===== src/rtl/noc_pkg.sv =====
// noc_pkg: shared flit, register-map and status-word definitions for the mesh NIC
package noc_pkg;
  localparam int FLIT_W = 64;
  localparam int VC_BIT = 63;
  localparam logic [1:0] ADDR_EJ_DATA  = 2'b00;
  localparam logic [1:0] ADDR_EJ_STAT  = 2'b01;
  localparam logic [1:0] ADDR_INJ_DATA = 2'b10;
  localparam logic [1:0] ADDR_INJ_STAT = 2'b11;
  localparam int ST_NE      = 0;
  localparam int ST_FULL    = 1;
  localparam int ST_CNT_LSB = 4;
  function automatic logic [FLIT_W-1:0] status_word(input logic [3:0] cnt, input logic [3:0] depth);
    logic [FLIT_W-1:0] w;
    w = '0;
    w[ST_NE] = cnt != 4'd0;
    w[ST_FULL] = cnt == depth;
    w[ST_CNT_LSB +: 4] = cnt;
    return w;
  endfunction
endpackage


===== src/rtl/nic_fifo.sv =====
// nic_fifo: small flit FIFO; pushes when full and pops when empty are ignored, dout reads 0 when empty
module nic_fifo #(
  parameter int WIDTH = 64,
  parameter int DEPTH = 2
) (
  input  logic                   clk,
  input  logic                   reset,
  input  logic                   push,
  input  logic                   pop,
  input  logic [WIDTH-1:0]       din,
  output logic [WIDTH-1:0]       dout,
  output logic                   empty,
  output logic                   full,
  output logic [$clog2(DEPTH):0] count
);
  localparam int AW = DEPTH > 1 ? $clog2(DEPTH) : 1;
  localparam int CW = $clog2(DEPTH) + 1;
  logic [WIDTH-1:0] mem [DEPTH];
  logic [AW-1:0] wr_ptr, rd_ptr;
  logic do_push, do_pop;
  assign empty = count == '0;
  assign full = count == CW'(DEPTH);
  assign do_push = push & ~full;
  assign do_pop = pop & ~empty;
  assign dout = empty ? '0 : mem[rd_ptr];
  // storage write; contents are don't-care until the count says they are valid
  always_ff @(posedge clk)
    if (do_push) mem[wr_ptr] <= din;
  // pointers wrap at DEPTH; full/empty are judged on pre-edge count so push+pop on a full FIFO only pops
  always_ff @(posedge clk)
    if (reset) begin
      wr_ptr <= '0;
      rd_ptr <= '0;
      count <= '0;
    end else begin
      if (do_push) wr_ptr <= wr_ptr == AW'(DEPTH - 1) ? '0 : wr_ptr + AW'(1);
      if (do_pop) rd_ptr <= rd_ptr == AW'(DEPTH - 1) ? '0 : rd_ptr + AW'(1);
      count <= count + CW'(do_push) - CW'(do_pop);
    end
endmodule


===== src/rtl/mesh_nic.sv =====
// mesh_nic: register-mapped NIC between a processing element and a mesh router PE port
module mesh_nic
  import noc_pkg::*;
#(
  parameter int DATA_WIDTH = 64,
  parameter int BUF_DEPTH  = 2
) (
  input  logic                  clk,
  input  logic                  reset,
  input  logic [1:0]            addr,
  input  logic [DATA_WIDTH-1:0] d_in,
  output logic [DATA_WIDTH-1:0] d_out,
  input  logic                  nicEn,
  input  logic                  nicWrEn,
  output logic                  net_so,
  output logic [DATA_WIDTH-1:0] net_do,
  input  logic                  net_ro,
  input  logic                  net_si,
  input  logic [DATA_WIDTH-1:0] net_di,
  output logic                  net_ri,
  input  logic                  net_polarity
);
  localparam int CW = $clog2(BUF_DEPTH) + 1;
  logic rd_en, inj_push, inj_pop, ej_push, ej_pop;
  logic inj_empty, inj_full, ej_empty, ej_full;
  logic [CW-1:0] inj_cnt, ej_cnt;
  logic [DATA_WIDTH-1:0] inj_dout, ej_dout, rd_val;
  assign rd_en = nicEn & ~nicWrEn;
  assign inj_push = nicEn & nicWrEn & (addr == ADDR_INJ_DATA);
  assign ej_pop = rd_en & (addr == ADDR_EJ_DATA);
  assign net_do = inj_dout;
  assign net_so = ~inj_empty & (net_polarity == inj_dout[VC_BIT]);
  assign inj_pop = net_so & net_ro;
  assign net_ri = ~ej_full;
  assign ej_push = net_si & net_ri;
  nic_fifo #(.WIDTH(DATA_WIDTH), .DEPTH(BUF_DEPTH)) u_inj (
    .clk(clk), .reset(reset), .push(inj_push), .pop(inj_pop), .din(d_in),
    .dout(inj_dout), .empty(inj_empty), .full(inj_full), .count(inj_cnt)
  );
  nic_fifo #(.WIDTH(DATA_WIDTH), .DEPTH(BUF_DEPTH)) u_ej (
    .clk(clk), .reset(reset), .push(ej_push), .pop(ej_pop), .din(net_di),
    .dout(ej_dout), .empty(ej_empty), .full(ej_full), .count(ej_cnt)
  );
  // read mux; eject data already reads 0 when the eject FIFO is empty
  always_comb
    rd_val = addr == ADDR_EJ_DATA  ? ej_dout :
             addr == ADDR_EJ_STAT  ? status_word(4'(ej_cnt), 4'(BUF_DEPTH)) :
             addr == ADDR_INJ_STAT ? status_word(4'(inj_cnt), 4'(BUF_DEPTH)) : '0;
  // d_out captures the addressed value on reads and holds otherwise
  always_ff @(posedge clk)
    if (reset) d_out <= '0;
    else if (rd_en) d_out <= rd_val;
endmodule

===== config.mk =====
export PLATFORM = sky130hd
export DESIGN_NAME = mesh_nic
export DESIGN_NICKNAME = d
export VERILOG_FILES = /design/src/rtl/noc_pkg.sv /design/src/rtl/nic_fifo.sv /design/src/rtl/mesh_nic.sv
export SDC_FILE = /design/constraint.sdc
export NUM_CORES = 1
export LEC_CHECK = 0
export ABC_AREA = 1
export BUFFER_PORTS_ARGS = -buffer_cell sky130_fd_sc_hd__buf_2
export CORE_MARGIN = 3
export CORE_UTILIZATION = 54
export DETAILED_ROUTE_END_ITERATION = 8
export PLACE_DENSITY = 0.76
export SLEW_MARGIN = 10
export SYNTH_ARGS = -nofsm -noshare
export SYNTH_HDL_FRONTEND = slang
export SYNTH_SLANG_ARGS = --single-unit

===== constraint.sdc =====
create_clock -name clk -period 4.4 [get_ports clk]
set_input_delay 0.22 -clock clk [delete_from_list [all_inputs] [get_ports clk]]
set_output_delay 0.22 -clock clk [all_outputs]
set_load 0.02 [all_outputs]

==> results of run 1 <==
Yosys cell counts:
cell type,n
ha_1,4
a31oi_1,1
edfxtp_1,256
nand2_1,273
nor2_8,1
clkbuf_1,29
inv_2,3
dfxtp_1,74
nor3_1,1
xnor2_1,2
inv_1,27
buf_2,8
a21oi_1,131
buf_4,1
o211ai_1,1
nand4_1,1
o21ai_0,14
buf_6,6
buf_1,1
nor2_4,1
nand3_1,3
mux2_2,61
nor2_1,15
o21a_1,2
area by class of cell:
type | instances | area, um^2 | share of cell area (%)
clock buffer | 50 | 1010 | 6.30
sequential | 330 | 9170 | 56.9
inverter | 30 | 113 | 0.699
tap | 280 | 350 | 2.17
clock inverter | 11 | 76.3 | 0.474
timing repair buffer | 407 | 2710 | 16.8
antenna | 2 | 5.00 | 0.0311
multi-input combinational | 511 | 2680 | 16.6
registers in the layout, summed over array words and instances (netlist names), named ones only:
| register | count |
|---|---|
| d_out | 64 |
| u_ej.mem | 128 |
| u_ej.rd_ptr | 1 |
| u_ej.count | 2 |
| u_inj.wr_ptr | 1 |
| u_inj.mem | 128 |
| u_inj.count | 2 |
| u_inj.rd_ptr | 1 |
| u_ej.wr_ptr | 1 |
metrics by stage:
step | util (%) | setup WS, ps | std cells
floorplan | - | 523 | 916
global placement | 62.6 | 1980 | 1430
detailed placement | 62.6 | 1970 | 1430
CTS | 73.4 | 1720 | 1619
global route | 73.4 | 1510 | 1621
finish | 73.4 | 1750 | 1621
worst paths after layout:
check	from	end	depth (start not counted)
worst max-delay path	u_inj.count[0]$_SDFF_PP0_	net_do[13]	5
worst min-delay path	net_ro	flop	4
worst max register to register	u_ej.count[0]$_SDFF_PP0_	u_ej.count[1]$_SDFF_PP0_	10
worst min register to register	d_out[37]$_SDFFE_PP0N_	d_out[37]$_SDFFE_PP0N_	2
power by group:
part,switching (mW),total [mW],internal [mW],leakage [nW]
combinational,0.380,0.633,0.253,2.89
clock,1.09,2.75,1.66,0.535
sequential,0.0344,3.53,3.49,2.95
total,1.50,6.91,5.40,6.38
metal layers:
layer | part of all wire, % | global-route usage, % | up-vias | routed length, um
li1 | - | - | 4005 | -
met1 | 39 | 27.5 | 3955 | 10900
met2 | 49 | 39.3 | 376 | 13800
met3 | 9.0 | 5.13 | 68 | 2540
met4 | 3.0 | 8.16 | 0 | 836
met5 | 0 | 0 | - | 0
kinds of logic after synthesis:
kind of cell	Yosys count	synth area share (%)
mux	61	5.65
compound gates	149	6.21
xor+xnor	2	0.144
buf+inv	75	2.80
fa+ha+maj	4	0.412
flops	330	75.4
simple gates	295	9.37
repair_timing:
action,CTS,global route
endpoints found under the hold margin,256,0
resized for setup,0,0
hold buffers,128,0
worst min-delay path: cells and delay by family:
kind                   cells  cell delay, ps
buffers and inverters      1              90
and+or+nand+nor            3             200
==> results.toml, run 1 <==
[outcome]
status = "complete, no violations"

[clock_tree]
cts.path.max_buffers = 3
post-cts-setup-buffers = 0
root_buffer = "clkbuf_16"
clock_latency_ps = 500
cts_buffers = 34
cts_tree = "done"
htreeDepth = 2
path_clk_slew_ps = 60
cts_sinks = 330

[cells_and_area]
drive_above_1_share_pct = 29.6
nNetsFinal = 1455
area_growth_pct = 32.6
layout_common_cells = "nand2_1, buf_2, edfxtp_1"
final_common_cell = "nand2_1"
design_area_mm2 = 0.0161
fill_cells = 1405

[sta]
finalSetupViolCount = 0
drv_slew = 0
period_needed_ps = 2650
fin_skew_ps = 16.0
fmaxAchievable_ghz = 0.378
rsz0062_at_grt = "no"
fin_crit_sh_pct = 60.1
max_slew_margin_pct = 20.8
hold_slack_ps = 58.3
finalHoldViolCount = 0
tns_ps = 0
worst_pin_slew_ps = 1190

[grt]
grt_pass1_wl_mm = 42.9
grt_pass1_vias = 8538
grt_util_all_layers_pct = 22.5
grt_max_degree = 65
grt_antenna_before_repair = 2
globalRoute.totalOverflow = 0

[setup_path]
arrival_ps = 2430
crit_chain = "inv_1 -> nand2_1 -> inv_2 -> a21oi_1 -> buf_2"
crit_path_max_incr_delay_ps = 820
path_buf_inv = 3
slowest_stage = "inv_2"
cp_top_family = "buffers and inverters"
required_ps = 4180
start_kind = "flop"
rrSetupSlack_ps = 2040
worst_setup_path_end_kind = "primary output"
path_class = "flop to primary output"
worstPathMaxFanout = 63

[pwr]
peakVddDrop_v = 0.000347
powerDensity_mw_per_mm2 = 429
power.leakage_nw = 6.38
total_power_mw = 6.91

[synthesis]
ys_seq_area_share_pct = 75.4
synth_top_area_cell = "edfxtp_1"
syn-num-nets = 1057
ys_types = 24
yosys-top-cells-area = "edfxtp_1, dfxtp_1, nand2_1, mux2_2, a21oi_1"
ys_ff_latch = 330
syn_area_per_cell_um2 = 13.3
netlist_instances = 916
yosys_warnings = 0
synth_top_area_share_pct = 63.2
synth_area_mm2 = 0.0122

[drt]
drt_iter0_drc = 725
drt_first_pass_iters = 5
avgRoutedWirePerCell_um = 17.3
drt-total-wl_mm = 28.1
ant_nets = 0
vias_per_cell = 5.18
drc_errors = 0
num_vias = 8404

[floorplan]
row_count = 54
ios = 267
dieArea_mm2 = 0.0243
core_area_mm2 = 0.0220
start_util_pct = 55.4
die_h_um = 156
die_width_um = 156

[placement]
routabilityCongestion = 0.778
port_buffers = 266
dp_hpwl_mm = 17.0
place_area_mm2 = 0.0137

[worst_hold_path]
min_path_type = "input pin to flop"

[flow_run]
maxCapViolCount = 0
Power figures use the tool's default switching activity.
==> run 2: changes to the inputs <==
--- a/config.mk
+++ b/config.mk
@@ -5,12 +5,12 @@
 export SDC_FILE = /design/constraint.sdc
 export NUM_CORES = 1
 export LEC_CHECK = 0
-export ABC_AREA = 1
+export ABC_AREA = 0
 export BUFFER_PORTS_ARGS = -buffer_cell sky130_fd_sc_hd__buf_2
 export CORE_MARGIN = 3
 export CORE_UTILIZATION = 54
 export DETAILED_ROUTE_END_ITERATION = 8
-export PLACE_DENSITY = 0.76
+export PLACE_DENSITY = 0.77
 export SLEW_MARGIN = 10
 export SYNTH_ARGS = -nofsm -noshare
 export SYNTH_HDL_FRONTEND = slang
==> constraint.sdc (replaced) <==
create_clock -name clk -period 2.6 [get_ports clk]
set_input_delay 0.13 -clock clk [delete_from_list [all_inputs] [get_ports clk]]
set_output_delay 0.13 -clock clk [all_outputs]
set_load 0.02 [all_outputs]
==> results.toml, run 2 <==
[outcome]
status = "complete, no violations"

[flow_run]
maxCapViolCount = 0

[synthesis]
syn_area_per_cell_um2 = 16.1
ys_seq_area_share_pct = 76.0
yosys_warnings = 0
ys_types = 29
synth_top_area_cell = "edfxtp_1"
synth_area_mm2 = 0.0121
synth_commonest_cells = "edfxtp_1, nor2_1, dfxtp_1"
synth.most_common_cell = "edfxtp_1"
synth_top_area_share_pct = 63.7
syn-num-nets = 891
synth_edf_count = 256
ys.flop_type = "edfxtp_1"
async_reset_ff_share_pct = 0
ys_ff_latch = 330
yosys-top-cells-area = "edfxtp_1, dfxtp_1, mux2_2, mux2i_1, nor2_1"
netlist_instances = 750

[setup_path]
rrSetupSlack_ps = 640
worst_setup_path_end_kind = "primary output"
path_buf_inv = 2
required_ps = 2470
start_kind = "flop"
path_class = "flop to primary output"
crit_path_max_incr_delay_ps = 800
arrival_ps = 2290
crit_chain = "buf_4 -> mux2i_1 -> nor2_1 -> buf_2"
worstPathMaxFanout = 63
slowest_stage = "buf_4"
cp_top_family = "buffers and inverters"

[sta]
rsz0062_at_grt = "no"
fin_skew_ps = 23.4
worst_pin_slew_ps = 1090
fmaxAchievable_ghz = 0.413
finalHoldViolCount = 0
hold_slack_ps = 28.2
setup_ws_ps = 178
period_needed_ps = 2420
tns_ps = 0
max_slew_margin_pct = 27.3
fin_crit_sh_pct = 93.2
finalSetupViolCount = 0
drv_slew = 0

[clock_tree]
cts_sinks = 330
cts_tree = "done"
cts.repair.resized = 0
clock_latency_ps = 510
cts_buffers = 34
htreeDepth = 2
cts.path.max_buffers = 3
root_buffer = "clkbuf_16"
path_clk_slew_ps = 60

[floorplan]
core_area_mm2 = 0.0219
row_count = 54
die_width_um = 155
dieArea_mm2 = 0.0242
ios = 267
start_util_pct = 55.1
die_h_um = 155

[pwr]
power.switching_mw = 2.64
seqPwrFrac_pct = 51.7
power.internal_mw = 9.06
power.leakage_nw = 6.17
total_power_mw = 11.7
p_sw_share_pct = 22.6
peakVddDrop_v = 0.000698
pwr-share-clk_pct = 38.1
powerDensity_mw_per_mm2 = 725
pwr-share-comb_pct = 10.2

[cells_and_area]
drive_above_1_share_pct = 34.7
final_util_pct = 73.7
fill_cells = 1321
top_regs = "u_ej.mem: 128 flops, u_inj.mem: 128 flops, d_out: 64 flops"
layout_common_cells = "buf_2, edfxtp_1, nor2_1"
area_growth_pct = 33.8
final_common_cell = "buf_2"
nNetsFinal = 1295

[drt]
drc_errors = 0
drt-total-wl_mm = 27.8
drt_iter0_drc = 415
ant_nets = 0
num_vias = 7746
avgRoutedWirePerCell_um = 19.0
drt_first_pass_iters = 5
vias_per_cell = 5.30

[placement]
dp_hpwl_mm = 16.4
pre_cts_slack_ps = 641
routabilityCongestion = 0.779
port_buffers = 266

[grt]
grt_antenna_before_repair = 2
globalRoute.totalOverflow = 0
grt_util_all_layers_pct = 22.6
grt_pass1_wl_mm = 43.2
grt_pass1_vias = 8029
grt_max_degree = 66

[worst_hold_path]
min_path_type = "input pin to flop"
run 2: worst paths after layout:
kind | startpoint | cells past startpoint | to
worst max-delay path | flop | 4 | net_do[19]
worst min-delay path | addr[0] | 3 | d_out[0]$_SDFFE_PP0N_
worst max register to register | flop | 9 | u_inj.count[1]$_SDFF_PP0_
worst min register to register | d_out[5]$_SDFFE_PP0N_ | 2 | d_out[5]$_SDFFE_PP0N_
run 2: cell families after synthesis:
kind of cell             after synthesis  synth area share, %
multiplexers                         131                 11.6
AO/OA/AOI/OAI                         69                 4.25
XOR/XNOR                               8                0.581
buffers and inverters                 49                 1.75
AND/OR/NAND/NOR                      159                 5.46
adder cells (fa/ha/maj)                4                0.415
flip-flops                           330                 76.0
run 2: layout make-up:
cell class | count | area [um^2] | share of cell area (%)
sequential | 330 | 9170 | 56.8
timing repair buffer | 412 | 2850 | 17.7
multi-input combinational | 371 | 2720 | 16.8
clock buffer | 43 | 895 | 5.54
tap | 280 | 350 | 2.17
clock inverter | 18 | 135 | 0.837
inverter | 5 | 18.8 | 0.116
antenna | 2 | 5.00 | 0.0310
run 2: power groups by stage:
stage | clock network [mW] | logic, mW | registers, mW
finish | 4.46 | 1.20 | 6.04
floorplan | 0 | 0.587 | 6.16
CTS | 4.56 | 1.20 | 6.04
detailed placement | 0 | 1.03 | 6.15
global placement | 0 | 1.02 | 6.14
global route | 4.79 | 1.29 | 6.06
run 2: timing repair:
| action | 4_1_cts | 5_1_grt |
|---|---|---|
| endpoints found under the hold margin | 259 | 0 |
| hold buffers | 129 | 0 |
| setup endpoints to repair | 0 | 0 |
| buffers inserted | 0 | 0 |
run 2: per-stage QoR:
| stage | cell area (um^2) | std cells |
|---|---|---|
| 5_1_grt | 16100 | 1461 |
| 3_5_place_dp | 13800 | 1269 |
| 6_report | 16100 | 1461 |
| 2_1_floorplan | 12100 | 750 |
| 3_3_place_gp | 13800 | 1269 |
| 4_1_cts | 16100 | 1459 |
run 2: worst min-delay path: cells and delay by family:
kind                   cells  cell delay [ps]
buffers and inverters      1              150
AO/OA/AOI/OAI              2              190
run 2: routing by layer:
metal | wire [um] | global-route usage, %
met1 | 10900 | 28.3
met2 | 14100 | 39.2
met3 | 2160 | 5.59
met4 | 665 | 6.71
met5 | 0 | 0
